===== src/rtl/fltfix_pkg.sv =====
// fltfix_pkg: shared types and constants for the float-to-fixed converter.
//   state_t      - converter FSM states
//   EXP_W/MANT_W - packed float field widths; BIAS - exponent bias
//   FIX_W        - width of the signed fixed-point result
//   SRC_ADDR/DST_ADDR - data-memory locations of operand and result
//   EXP_*        - exponent classification thresholds
//   SAT_POS/SAT_NEG - saturation results
package fltfix_pkg;

   localparam int unsigned EXP_W  = 5;
   localparam int unsigned MANT_W = 10;
   localparam int unsigned BIAS   = 15;
   localparam int unsigned FIX_W  = 16;

   localparam logic [7:0] SRC_ADDR = 8'd132;
   localparam logic [7:0] DST_ADDR = 8'd134;

   // Below 0.5 everything rounds to zero; at 2^10 the significand is already
   // integral; from 2^15 up the magnitude no longer fits the signed result.
   localparam logic [EXP_W-1:0] EXP_ZERO_MAX = 5'd13;
   localparam logic [EXP_W-1:0] EXP_LEFT_MIN = EXP_W'(BIAS + MANT_W);
   localparam logic [EXP_W-1:0] EXP_SAT_MIN  = 5'd30;

   localparam logic [FIX_W-1:0] SAT_POS = 16'h7FFF;
   localparam logic [FIX_W-1:0] SAT_NEG = 16'h8000;

   typedef enum logic [2:0] {
      S_IDLE,
      S_RD_HI,
      S_RD_LO,
      S_PREP,
      S_SHIFT,
      S_FIN,
      S_WR_HI,
      S_WR_LO
   } state_t;

endpackage


===== src/rtl/fltfix_shift_round.sv =====
// fltfix_shift_round: 16-bit magnitude shifter with guard/sticky tracking and
// round-to-nearest-even increment.
//   clk, reset - clock, synchronous active-low reset
//   load       - load significand, clear guard/sticky
//   load_sig   - 11-bit significand {1, mantissa}
//   shl, shr   - shift magnitude one bit left (zero-fill) / right
//   round      - enable the RNE increment; mag_rnd reflects it combinationally
//   mag_rnd    - current magnitude plus rounding increment
module fltfix_shift_round
   import fltfix_pkg::*;
(
   input  logic              clk,
   input  logic              reset,
   input  logic              load,
   input  logic [MANT_W:0]   load_sig,
   input  logic              shl,
   input  logic              shr,
   input  logic              round,
   output logic [FIX_W-1:0]  mag_rnd
);

   logic [FIX_W-1:0] mag;
   logic             guard;
   logic             sticky;
   logic             round_up;

   assign round_up = round & guard & (sticky | mag[0]);
   assign mag_rnd  = mag + FIX_W'(round_up);

   always_ff @(posedge clk) begin
      if (!reset) begin
         mag    <= '0;
         guard  <= 1'b0;
         sticky <= 1'b0;
      end else if (load) begin
         mag    <= FIX_W'(load_sig);
         guard  <= 1'b0;
         sticky <= 1'b0;
      end else if (shr) begin
         sticky <= sticky | guard;
         guard  <= mag[0];
         mag    <= mag >> 1;
      end else if (shl) begin
         mag <= mag << 1;
      end else if (round) begin
         mag <= mag_rnd;
      end
   end

endmodule


===== src/rtl/fltfix_conv.sv =====
// fltfix_conv: sequential packed-float to signed 16-bit fixed converter.
// Reads the float at SRC_ADDR/SRC_ADDR+1, converts with RNE and saturation,
// writes the result to DST_ADDR/DST_ADDR+1 (high byte first).
//   clk, reset - clock, synchronous active-low reset
//   start      - conversion request, sampled in IDLE only
//   done       - result committed; held until the next accepted start
//   mem_addr, mem_wr_en, mem_wdata - data-memory request side
//   mem_rdata  - combinational read data for mem_addr
module fltfix_conv
   import fltfix_pkg::*;
(
   input  logic       clk,
   input  logic       reset,
   input  logic       start,
   output logic       done,
   output logic [7:0] mem_addr,
   output logic       mem_wr_en,
   output logic [7:0] mem_wdata,
   input  logic [7:0] mem_rdata
);

   state_t           state;
   logic [7:0]       hi_b;
   logic [7:0]       lo_b;
   logic [3:0]       cnt;
   logic             dir_left;
   logic             special;
   logic [FIX_W-1:0] spec_val;
   logic [FIX_W-1:0] result;
   logic [FIX_W-1:0] mag_rnd;
   logic [EXP_W-1:0] exp_f;
   logic             sign;

   assign sign  = hi_b[7];
   assign exp_f = hi_b[6:2];

   fltfix_shift_round u_shift (
      .clk      (clk),
      .reset    (reset),
      .load     (state == S_PREP),
      .load_sig ({1'b1, hi_b[1:0], lo_b}),
      .shl      ((state == S_SHIFT) &&  dir_left),
      .shr      ((state == S_SHIFT) && !dir_left),
      .round    (state == S_FIN),
      .mag_rnd  (mag_rnd)
   );

   // Memory request is a pure decode of the state so reads see data in-cycle.
   always_comb begin
      mem_addr  = '0;
      mem_wr_en = 1'b0;
      mem_wdata = '0;
      case (state)
         S_RD_HI: mem_addr = SRC_ADDR;
         S_RD_LO: mem_addr = SRC_ADDR + 8'd1;
         S_WR_HI: begin
            mem_addr  = DST_ADDR;
            mem_wr_en = 1'b1;
            mem_wdata = result[15:8];
         end
         S_WR_LO: begin
            mem_addr  = DST_ADDR + 8'd1;
            mem_wr_en = 1'b1;
            mem_wdata = result[7:0];
         end
         default: ;
      endcase
   end

   always_ff @(posedge clk) begin
      if (!reset) begin
         state    <= S_IDLE;
         done     <= 1'b0;
         hi_b     <= '0;
         lo_b     <= '0;
         cnt      <= '0;
         dir_left <= 1'b0;
         special  <= 1'b0;
         spec_val <= '0;
         result   <= '0;
      end else begin
         case (state)
            S_IDLE: begin
               if (start) begin
                  done  <= 1'b0;
                  state <= S_RD_HI;
               end
            end
            S_RD_HI: begin
               hi_b  <= mem_rdata;
               state <= S_RD_LO;
            end
            S_RD_LO: begin
               lo_b  <= mem_rdata;
               state <= S_PREP;
            end
            S_PREP: begin
               if (exp_f <= EXP_ZERO_MAX) begin
                  special  <= 1'b1;
                  spec_val <= '0;
                  state    <= S_FIN;
               end else if (exp_f >= EXP_SAT_MIN) begin
                  special  <= 1'b1;
                  spec_val <= sign ? SAT_NEG : SAT_POS;
                  state    <= S_FIN;
               end else if (exp_f >= EXP_LEFT_MIN) begin
                  special  <= 1'b0;
                  dir_left <= 1'b1;
                  cnt      <= 4'(exp_f - EXP_LEFT_MIN);
                  state    <= (exp_f == EXP_LEFT_MIN) ? S_FIN : S_SHIFT;
               end else begin
                  special  <= 1'b0;
                  dir_left <= 1'b0;
                  cnt      <= 4'(EXP_LEFT_MIN - exp_f);
                  state    <= S_SHIFT;
               end
            end
            S_SHIFT: begin
               cnt <= cnt - 4'd1;
               if (cnt == 4'd1) state <= S_FIN;
            end
            S_FIN: begin
               if (special)
                  result <= spec_val;
               else if (sign && (mag_rnd != '0))
                  result <= '0 - mag_rnd;
               else
                  result <= mag_rnd;
               state <= S_WR_HI;
            end
            S_WR_HI: state <= S_WR_LO;
            S_WR_LO: begin
               done  <= 1'b1;
               state <= S_IDLE;
            end
            default: state <= S_IDLE;
         endcase
      end
   end

endmodule


===== config.mk =====
export PLATFORM = sky130hd
export DESIGN_NAME = fltfix_conv
export DESIGN_NICKNAME = d
export VERILOG_FILES = /design/src/rtl/fltfix_pkg.sv /design/src/rtl/fltfix_shift_round.sv /design/src/rtl/fltfix_conv.sv
export SDC_FILE = /design/constraint.sdc
export NUM_CORES = 1
export LEC_CHECK = 0
export CORE_ASPECT_RATIO = 2
export CORE_MARGIN = 2
export CORE_UTILIZATION = 30
export CTS_CLUSTER_SIZE = 10
export DETAILED_ROUTE_END_ITERATION = 10
export GPL_ROUTABILITY_DRIVEN = 0
export SETUP_SLACK_MARGIN = 0.15
export SKIP_CTS_REPAIR_TIMING = 1
export SYNTH_ARGS = -nofsm -noshare
export SYNTH_HDL_FRONTEND = slang
export SYNTH_HIERARCHICAL = 1
export SYNTH_SLANG_ARGS = --single-unit

===== constraint.sdc =====
create_clock -name clk -period 5.9 [get_ports clk]
set_clock_uncertainty 0.05 [all_clocks]
set_input_delay 0.885 -clock clk [delete_from_list [all_inputs] [get_ports clk]]
set_output_delay 0.885 -clock clk [all_outputs]
set_load 0.005 [all_outputs]

==> out/metrics.csv, run 1 <==
stage;metric;value;unit
outcome;status;completed;
global_routing;grtUsageTotal;0.171;
place;dp_hpwl;9400;µm
logic_synthesis;synth-simple-area-share;0.261;
sta;hold_ws;0.404;ns
finish;drive_above_1_share;0.0762;
sta;setup_viol;0;
hold_path;min_path_type;reg2reg;
power_and_ir_drop;p_per_area;253;nW/µm²
floorplanning;initial_utilization;0.307;
critical_path;criticalPathCategory;reg2reg;
critical_path;startpoint_type;flop;
logic_synthesis;ys_types;76;
sta;hold_viol;0;
route;wl;12600;µm
floorplanning;fp.dieH;173;µm
sta;fin_tns_setup;0;ns
critical_path;cp.required;6.06;ns
cts;ctsHtreeMaxLevel;3;
sta;grt_setup_unrepaired;false;
floorplanning;dieArea;15300;µm²
logic_synthesis;synth-xor-area-share;0.0449;
logic_synthesis;yosys_warnings;6;
global_routing;grt_pass1_wl;20700;µm
critical_path;crit_path_end_kind;flop;
logic_synthesis;synth_edf_count;0;
logic_synthesis;yosys_most_used_dff;dfxtp_1;
route;vias;4060;
route;dr.pass1.iters;5;
route;viasPerCell;5.49;
route;wl_per_cell;17.1;µm
hold_path;hold_depth;2;
logic_synthesis;async_reset_ff_frac;0;
route;drc_errors;0;
global_routing;grt_pass1_vias;4149;
route;ant_nets;0;
route;first_iter_violations;213;
floorplanning;ios;29;
place;placed_cells;725;
cts;path_clk_slew;0.05;ns
critical_path;crit_arrival;4.67;ns
floorplanning;placementRows;61;
cts;cts.path.max_buffers;2;
sta;clock.fmax;222;MHz
global_routing;antenna_found_initial;0;
cts;clock-sinks;62;
finish;final_nets;569;
finish;stdcell_count;740;
cts;clock_latency;0.34;ns
power_and_ir_drop;ir_drop;0.131;mV
power_and_ir_drop;power.leakage;1.86;nW
critical_path;crit_fanout;18;
floorplanning;die_w;88.6;µm
logic_synthesis;synthCells;547;
global_routing;gr-total-overflow;0;
finish;n_antenna_cell;0;
logic_synthesis;syn_avg_cell_area;7.84;µm²
sta;tightest_slew;0.885;ns
flow_run;maxCapViolations;0;
place;port_buffers;24;
logic_synthesis;ys_ff_latch;62;
logic_synthesis;ys_seq_area_frac;0.289;
logic_synthesis;syn-cell-area;4290;µm²
logic_synthesis;synth.area.mux_share;0.0633;
cts;cts_tree;yes;
logic_synthesis;synth_top_family_by_area;simple AND/OR/NAND/NOR gates;
sta;period_share;0.764;
sta;period_needed;4.51;ns
logic_synthesis;synth_compound_area_frac;0.231;
logic_synthesis;synthAdderAreaFrac;0.0321;
cts;cts_buffers;9;
critical_path;rr_worst_depth;12;
sta;slew_violations;0;
floorplanning;coreArea;14000;µm²
sta;maxSlewHeadroom;0.410;
cts;cts_root_buffer;clkbuf_16;
global_routing;grt_max_degree;33;
finish;area_delta_synth_final;14.1;%
==> cells in the mapped netlist (3+ instances only) <==
library cell | instances | share of area
a211o_1 | 3 | 0.0061
a21o_1 | 4 | 0.0070
a21oi_1 | 28 | 0.033
a221oi_1 | 4 | 0.0082
a31oi_1 | 13 | 0.019
a32oi_1 | 3 | 0.0061
a41o_1 | 3 | 0.0070
and3_1 | 7 | 0.010
and4_1 | 3 | 0.0061
buf_1 | 4 | 0.0035
buf_2 | 9 | 0.011
buf_4 | 10 | 0.018
clkbuf_1 | 20 | 0.018
dfxtp_1 | 62 | 0.29
ha_1 | 11 | 0.032
inv_1 | 25 | 0.022
mux2i_1 | 26 | 0.061
nand2_1 | 43 | 0.038
nand2b_1 | 8 | 0.012
nand3_1 | 16 | 0.019
nand4_1 | 6 | 0.0088
nor2_1 | 54 | 0.047
nor2b_1 | 8 | 0.012
nor3_1 | 12 | 0.014
nor3b_1 | 9 | 0.016
nor4_1 | 7 | 0.010
o2111ai_1 | 3 | 0.0061
o211a_1 | 4 | 0.0093
o211ai_1 | 5 | 0.0088
o21ai_0 | 39 | 0.046
o31ai_1 | 5 | 0.0088
o41ai_1 | 3 | 0.0061
or2_2 | 3 | 0.0044
or3_1 | 11 | 0.016
xnor2_1 | 16 | 0.033
xor2_1 | 6 | 0.012
==> final timing paths <==
| kind | slack, ns | start | end |
|---|---|---|---|
| worst max register to register | 1.39 | state[0] | result[5] |
| worst min register to register | 0.40 | result[4] | result[4] |
| worst max-delay path | 1.39 | state[0] | result[5] |
| worst min-delay path | 0.40 | result[4] | result[4] |
==> cell usage in the layout (no fill, tap or decap), types with 4 or more instances in the layout <==
master           synthesis  final
a21o_1                   4      4
a21oi_1                 28     28
a221oi_1                 4      4
a31oi_1                 13     13
and3_1                   7      7
buf_4                   10      6
clkbuf_16                0      9
clkdlybuf4s50_1          0     24
conb_1                   2      5
dfxtp_1                 62     62
ha_1                    11     11
inv_1                   25     25
mux2i_1                 26     26
nand2_1                 43     43
nand2b_1                 8      8
nand3_1                 16     16
nand4_1                  6      6
nor2_1                  54     53
nor2b_1                  8      8
nor3_1                  12     12
nor3b_1                  9      9
nor4_1                   7      7
o211a_1                  4      4
o211ai_1                 5      5
o21ai_0                 39     39
o31ai_1                  5      5
or3_1                   11     11
xnor2_1                 16     16
xor2_1                   6      6
==> cell type report <==
cell class / count / area, µm²
fillers: 1458 / 9070
multi-input cells: 416 / 2740
flip-flops and latches: 62 / 1240
repair buffers: 30 / 285
clock buffers: 11 / 243
well taps: 189 / 236
inverters: 28 / 105
clock inverters: 4 / 47.5
==> sequential cells by signal (all words and copies together) (netlist names), 2 cells and up <==
name         flops
state            3
u_shift/mag     16
spec_val         2
hi_b             8
result          16
lo_b             8
cnt              4
==> kinds of logic after synthesis <==
group                    count (synthesis)
flip-flops                              62
adder cells (fa/ha/maj)                 11
XOR/XNOR                                22
AO/OA/AOI/OAI                          145
other                                    2
multiplexers                            27
buffers and inverters                   72
AND/OR/NAND/NOR                        206
==> metrics by stage <==
step / cell area (µm²) / utilization / setup slack, ns / power (mW)
CTS: 4890 / 0.350 / 1.39 / 1.24
global route: 4890 / 0.350 / 1.12 / 1.29
global placement: 4600 / 0.330 / 1.51 / 0.712
finish: 4890 / 0.350 / 1.39 / 1.24
floorplan: 4300 / - / 1.39 / 0.656
detailed placement: 4600 / 0.330 / 1.38 / 0.718
==> critical path, stage by stage (launching register included) <==
cell	delay, ns
dfxtp_1	0.83
nand3b_1	0.37
inv_1	0.20
o211a_1	0.18
ha_1	0.24
and4_1	0.37
nand3_1	0.13
xnor2_1	0.18
or3_1	0.54
or2_4	0.30
o31ai_4	0.49
nor3_2	0.09
or3_1	0.38
==> report_power, final <==
group	internal, mW	switching [mW]	total, mW
Clock	0.334	0.190	0.524
Sequential	0.441	0.0445	0.485
Combinational	0.0983	0.130	0.228
==> metal layers <==
metal / GRT usage / vias up / wire length [µm]
li1: - / 1975 / -
met1: 0.168 / 1895 / 4450
met2: 0.298 / 136 / 6710
met3: 0.0272 / 54 / 475
met4: 0.145 / 0 / 1010
met5: 0 / - / 0
Note: power is estimated with default switching activity, not from simulation.
==> run 2, diff against run 1 <==
==> constraint.sdc (replaced) <==
create_clock -name clk -period 4.15 [get_ports clk]
set_clock_uncertainty 0.05 [all_clocks]
set_input_delay 0.6225 -clock clk [delete_from_list [all_inputs] [get_ports clk]]
set_output_delay 0.6225 -clock clk [all_outputs]
set_load 0.005 [all_outputs]
==> out/metrics.csv, run 2 (synthesis gave the netlist of run 1 again) <==
stage;metric;value;unit;change
cts;cts_tree;yes;;unchanged
finish;final_common_cell;dfxtp_1;;unchanged
route;ant_nets;0;;unchanged
sta;setup_viol;0;;unchanged
critical_path;crit_arrival;3.92;ns;was 4.67 ns
sta;grt_setup_unrepaired;false;;unchanged
floorplanning;initial_utilization;0.307;;unchanged
cts;path_clk_slew;0.05;ns;about the same
critical_path;max_stage_delay;0.60;ns;was 0.83 ns
finish;seqCellArea;1240;µm²;unchanged
finish;area_delta_synth_final;16.1;%;was 14.1%
route;wl;12300;µm;was 12600 µm
global_routing;grtUsageTotal;0.167;;was 0.171
floorplanning;coreArea;14000;µm²;unchanged
route;first_iter_violations;363;;was 213
cts;ctsHtreeMaxLevel;3;;unchanged
finish;multi_input_area;2740;µm²;about the same
route;dr.pass1.iters;5;;unchanged
sta;slew_violations;0;;unchanged
floorplanning;dieArea;15300;µm²;unchanged
critical_path;cp_top_family;simple AND/OR/NAND/NOR gates;;unchanged
sta;tightest_slew;1.00;ns;was 0.885 ns
power_and_ir_drop;power.leakage;1.91;nW;was 1.86 nW
critical_path;startpoint_type;flop;;unchanged
global_routing;grt_pass1_vias;4068;;was 4149
sta;maxSlewHeadroom;0.327;;was 0.410
place;port_buffers;24;;unchanged
route;drc_errors;0;;unchanged
route;viasPerCell;5.54;;was 5.49
cts;clock_latency;0.33;ns;was 0.34 ns
sta;period_needed;3.72;ns;was 4.51 ns
critical_path;crit_path_end_kind;flop;;unchanged
finish;drive_above_1_share;0.0863;;was 0.0762
critical_path;cp.buffers_inverters;2;;was 1
finish;final_cell_mix;62 x dfxtp_1, 53 x nor2_1, 43 x nand2_1, 39 x o21ai_0, 28 x a21oi_1;;unchanged
floorplanning;ios;29;;unchanged
critical_path;criticalPathCategory;reg2reg;;unchanged
cts;cts.path.max_buffers;2;;unchanged
floorplanning;die_w;88.6;µm;unchanged
sta;hold_viol;0;;unchanged
floorplanning;placementRows;61;;unchanged
sta;clock.fmax;269;MHz;was 222 MHz
finish;fillers;1438;;was 1458
critical_path;path_cells;nand3b_1, inv_1, o211a_1, ha_2, and4_1, nand2_1, xnor2_1, or3_1, or2_4, o31ai_4, buf_12, or4_2, a31oi_1;;was nand3b_1, inv_1, o211a_1, ha_1, and4_1, nand3_1, xnor2_1, or3_1, or2_4, o31ai_4, nor3_2, or3_1
route;wl_per_cell;16.5;µm;was 17.1 µm
sta;fin_tns_setup;0;ns;unchanged
global_routing;gr-total-overflow;0;;unchanged
power_and_ir_drop;power.total;1.84;mW;was 1.24 mW
sta;period_share;0.895;;was 0.764
critical_path;crit_fanout;9;;was 18
finish;top_regs;result (16), u_shift/mag (16);;unchanged
critical_path;slowest_stage;or4_2;;was dfxtp_1
flow_run;maxCapViolations;0;;unchanged
outcome;status;completed;;unchanged
finish;final_nets;574;;was 569
cts;cts_root_buffer;clkbuf_16;;unchanged
sta;hold_ws;0.409;ns;was 0.404 ns
critical_path;cp.required;4.36;ns;was 6.06 ns
global_routing;grt_max_degree;33;;unchanged
cts;cts_buffers;9;;unchanged
power_and_ir_drop;ir_drop;0.177;mV;was 0.131 mV
global_routing;grt_pass1_wl;20300;µm;was 20700 µm
global_routing;antenna_found_initial;0;;unchanged
hold_path;min_path_type;reg2reg;;unchanged
cts;clock-sinks;62;;unchanged
power_and_ir_drop;p_per_area;370;nW/µm²;was 253 nW/µm²
place;dp_hpwl;9180;µm;was 9400 µm
floorplanning;fp.dieH;173;µm;unchanged
route;vias;4125;;was 4060
finish;n_antenna_cell;0;;unchanged
==> run 2: changes by cell type in the layout (fill, tap and decap cells not counted) <==
cell	before	now
clkbuf_8	1	2
buf_4	6	10
ha_2	0	1
buf_12	0	1
clkinv_2	2	0
bufinv_16	1	2
ha_1	11	10
==> run 2: worst reg2reg max path, delay by kind of cell, from the launching register on <==
| kind | cells | cell delay, ns |
|---|---|---|
| XOR/XNOR | 1 | 0.33 |
| adder cells (fa/ha/maj) | 1 | 0.23 |
| flip-flops | 1 | 0.30 |
| AND/OR/NAND/NOR | 6 | 1.98 |
| buffers and inverters | 2 | 0.32 |
| AO/OA/AOI/OAI | 3 | 0.43 |
==> run 2: per-stage QoR <==
stage	std cells	worst slack [ns]	area, µm²	utilization
after floorplan	550	0.174	4320	-
after global placement	729	0.447	4640	0.332
after detailed placement	729	0.367	4640	0.332
after CTS	744	0.345	4960	0.355
after global routing	745	0.196	4980	0.357
final	745	0.434	4980	0.357
==> run 2: layer usage <==
layer	track usage	routed length (µm)	vias to the layer above
met5	0	0	-
li1	-	-	1994
met3	0.0220	329	49
met1	0.166	4480	1969
met4	0.117	835	0
met2	0.304	6650	113
==> run 2: area by class of cell <==
| cell class | instances | area share |
|---|---|---|
| Multi-Input combinational cell | 416 | 0.550 |
| Sequential cell | 62 | 0.249 |
| Timing Repair Buffer | 35 | 0.0673 |
| Clock buffer | 12 | 0.0515 |
| Tap cell | 189 | 0.0475 |
| Inverter | 28 | 0.0211 |
| Clock inverter | 3 | 0.0136 |
==> run 2: final timing paths <==
| check | slack [ns] | to | cells past startpoint | start |
|---|---|---|---|---|
| worst max-delay path | 0.43 | result[13] | 13 | state[1] |
| worst min-delay path | 0.41 | result[2] | 2 | result[2] |
| worst max register to register | 0.43 | result[13] | 13 | state[1] |
| worst min register to register | 0.41 | result[2] | 2 | result[2] |
==> run 2: report_power, final <==
part           internal (mW)  switching (mW)
sequential             0.627          0.0488
clock                  0.555           0.268
combinational          0.145           0.198
==> run 3, diff against run 2 <==
--- a/config.mk
+++ b/config.mk
@@ -8,6 +8,7 @@
 export CORE_ASPECT_RATIO = 2
 export CORE_MARGIN = 2
 export CORE_UTILIZATION = 30
+export CTS_BUF_LIST = sky130_fd_sc_hd__clkbuf_8
 export CTS_CLUSTER_SIZE = 10
 export DETAILED_ROUTE_END_ITERATION = 10
 export GPL_ROUTABILITY_DRIVEN = 0
==> out/metrics.csv, run 3 (synthesis gave the netlist of run 1 again) <==
stage;metric;value;unit;change
critical_path;cp.required;4.31;ns;was 4.36 ns
route;drc_errors;0;;unchanged
global_routing;gr-total-overflow;0;;unchanged
critical_path;rr_worst_depth;13;;unchanged
finish;n_antenna_cell;0;;unchanged
cts;clock-sinks;62;;unchanged
sta;hold_viol;0;;unchanged
critical_path;worstReg2RegEnd;result[14];;was result[13]
critical_path;cp-startpoint;state[1];;unchanged
finish;final_nets;574;;unchanged
power_and_ir_drop;p_int;1.14;mW;was 1.33 mW
sta;fin_tns_setup;0;ns;unchanged
sta;maxSlewHeadroom;0.303;;was 0.327
cts;ctsHtreeMaxLevel;3;;unchanged
place;port_buffers;24;;unchanged
place;post_dp_cell_area;4640;µm²;unchanged
floorplanning;coreArea;14000;µm²;unchanged
power_and_ir_drop;switchingPower;0.491;mW;was 0.514 mW
power_and_ir_drop;p_seq_frac;0.414;;was 0.367
sta;tightest_slew;1.04;ns;was 1.00 ns
sta;clock.fmax;272;MHz;was 269 MHz
floorplanning;dieArea;15300;µm²;unchanged
place;placed_cells;729;;unchanged
sta;setup_viol;0;;unchanged
sta;slew_violations;0;;unchanged
power_and_ir_drop;combinationalPowerShare;0.211;;was 0.186
power_and_ir_drop;ir_drop;0.160;mV;was 0.177 mV
critical_path;crit_arrival;3.84;ns;was 3.92 ns
place;dp_hpwl;9180;µm;unchanged
floorplanning;fp.dieH;173;µm;unchanged
sta;grt_setup_unrepaired;false;;unchanged
floorplanning;placementRows;61;;unchanged
critical_path;crit_fanout;8;;was 9
floorplanning;ios;29;;unchanged
route;first_iter_violations;325;;was 363
critical_path;reg2reg_from;state[1];;unchanged
cts;cts_tree;yes;;unchanged
finish;drive_above_1_share;0.0863;;unchanged
cts;cts_buffers;9;;unchanged
route;viasPerCell;5.53;;was 5.54
global_routing;grtUsageTotal;0.165;;was 0.167
finish;final_cell_mix;62 x dfxtp_1, 53 x nor2_1, 43 x nand2_1, 39 x o21ai_0, 28 x a21oi_1;;unchanged
finish;stdcell_count;745;;unchanged
critical_path;startpoint_type;flop;;unchanged
cts;cts_root_buffer;clkbuf_8;;was clkbuf_16
flow_run;maxCapViolations;0;;unchanged
route;wl_per_cell;16.5;µm;about the same
route;ant_nets;0;;unchanged
finish;final_area;4880;µm²;was 4980 µm²
power_and_ir_drop;p_per_area;334;nW/µm²;was 370 nW/µm²
floorplanning;die_w;88.6;µm;unchanged
route;vias;4121;;was 4125
sta;period_share;0.885;;was 0.895
finish;final_common_cell;dfxtp_1;;unchanged
floorplanning;initial_utilization;0.307;;unchanged
route;dr.pass1.iters;5;;unchanged
power_and_ir_drop;power.total;1.63;mW;was 1.84 mW
global_routing;grt_max_degree;33;;unchanged
cts;clock_latency;0.35;ns;was 0.33 ns
finish;area_delta_synth_final;13.7;%;was 16.1%
cts;cts.path.max_buffers;2;;unchanged
power_and_ir_drop;switching_share;0.302;;was 0.279
route;wl;12300;µm;about the same
critical_path;endpoint;result[14];;was result[13]
critical_path;criticalPathCategory;reg2reg;;unchanged
global_routing;antenna_found_initial;0;;unchanged
critical_path;r2r_slack;0.48;ns;was 0.43 ns
cts;path_clk_slew;0.07;ns;was 0.05 ns
power_and_ir_drop;power.leakage;1.86;nW;was 1.91 nW
sta;period_needed;3.67;ns;was 3.72 ns
outcome;status;completed;;unchanged
hold_path;min_path_type;reg2reg;;unchanged
hold_path;hold_depth;2;;unchanged
global_routing;grt_pass1_wl;20100;µm;was 20300 µm
power_and_ir_drop;clkPwrFrac;0.374;;was 0.447
global_routing;grt_pass1_vias;4047;;was 4068
finish;top_regs;result (16), u_shift/mag (16);;unchanged
critical_path;crit_path_end_kind;flop;;unchanged
==> run 3: cell count changes in the layout (fill, tap and decap cells not counted), sizes merged <==
cell,previous run,this run
clkbuf,12,11
inv,26,27
==> run 3: power by group through the flow <==
stage                     Sequential, mW  Combinational (mW)  Clock [mW]
after global routing               0.678               0.380       0.648
after global placement             0.685               0.333           0
after CTS                          0.673               0.340       0.624
final                              0.674               0.344       0.609
after floorplan                    0.656               0.279           0
after detailed placement           0.686               0.338           0
==> run 3: metal layers <==
metal / part of all wire / vias up / global-route usage
met1: 0.37 / 1966 / 0.166
met5: 0 / - / 0
met3: 0.033 / 39 / 0.0229
met2: 0.54 / 128 / 0.302
li1: - / 1988 / -
met4: 0.058 / 0 / 0.108
==> run 3: worst max-delay path, stage by stage (launching register included) <==
cell      delay (ns)
dfxtp_1         0.31
nand3b_1        0.28
inv_1           0.14
o211a_1         0.17
ha_2            0.23
and4_1          0.39
nand3_1         0.13
xor2_1          0.23
inv_1           0.12
or4_4           0.45
or2_2           0.30
o41ai_1         0.42
mux2i_1         0.22
o21ai_0         0.09
==> run 3: cell type report <==
cell class,count,area [µm²]
clock buffers,11,151
clock inverters,4,71.3
fillers,1447,9090
inverters,28,105
multi-input cells,416,2740
flip-flops and latches,62,1240
well taps,189,236
repair buffers,35,335
==> run 3: worst min-delay path by stage <==
stage	start	endpoint	slack [ns]
2_1_floorplan	result[12]	result[12]	0.38
3_3_place_gp	result[4]	result[4]	0.40
3_5_place_dp	result[2]	result[2]	0.40
4_1_cts	result[2]	result[2]	0.41
5_1_grt	lo_b[1]	u_shift/mag[1]	0.44
6_report	result[2]	result[2]	0.41
==> run 3: stage by stage <==
step | hold WS, ns | setup WS (ns) | utilization
final | 0.412 | 0.476 | 0.349
after global routing | 0.442 | 0.230 | 0.349
after CTS | 0.412 | 0.345 | 0.348
after detailed placement | 0.402 | 0.367 | 0.332
after global placement | 0.400 | 0.447 | 0.332
after floorplan | 0.383 | 0.174 | -
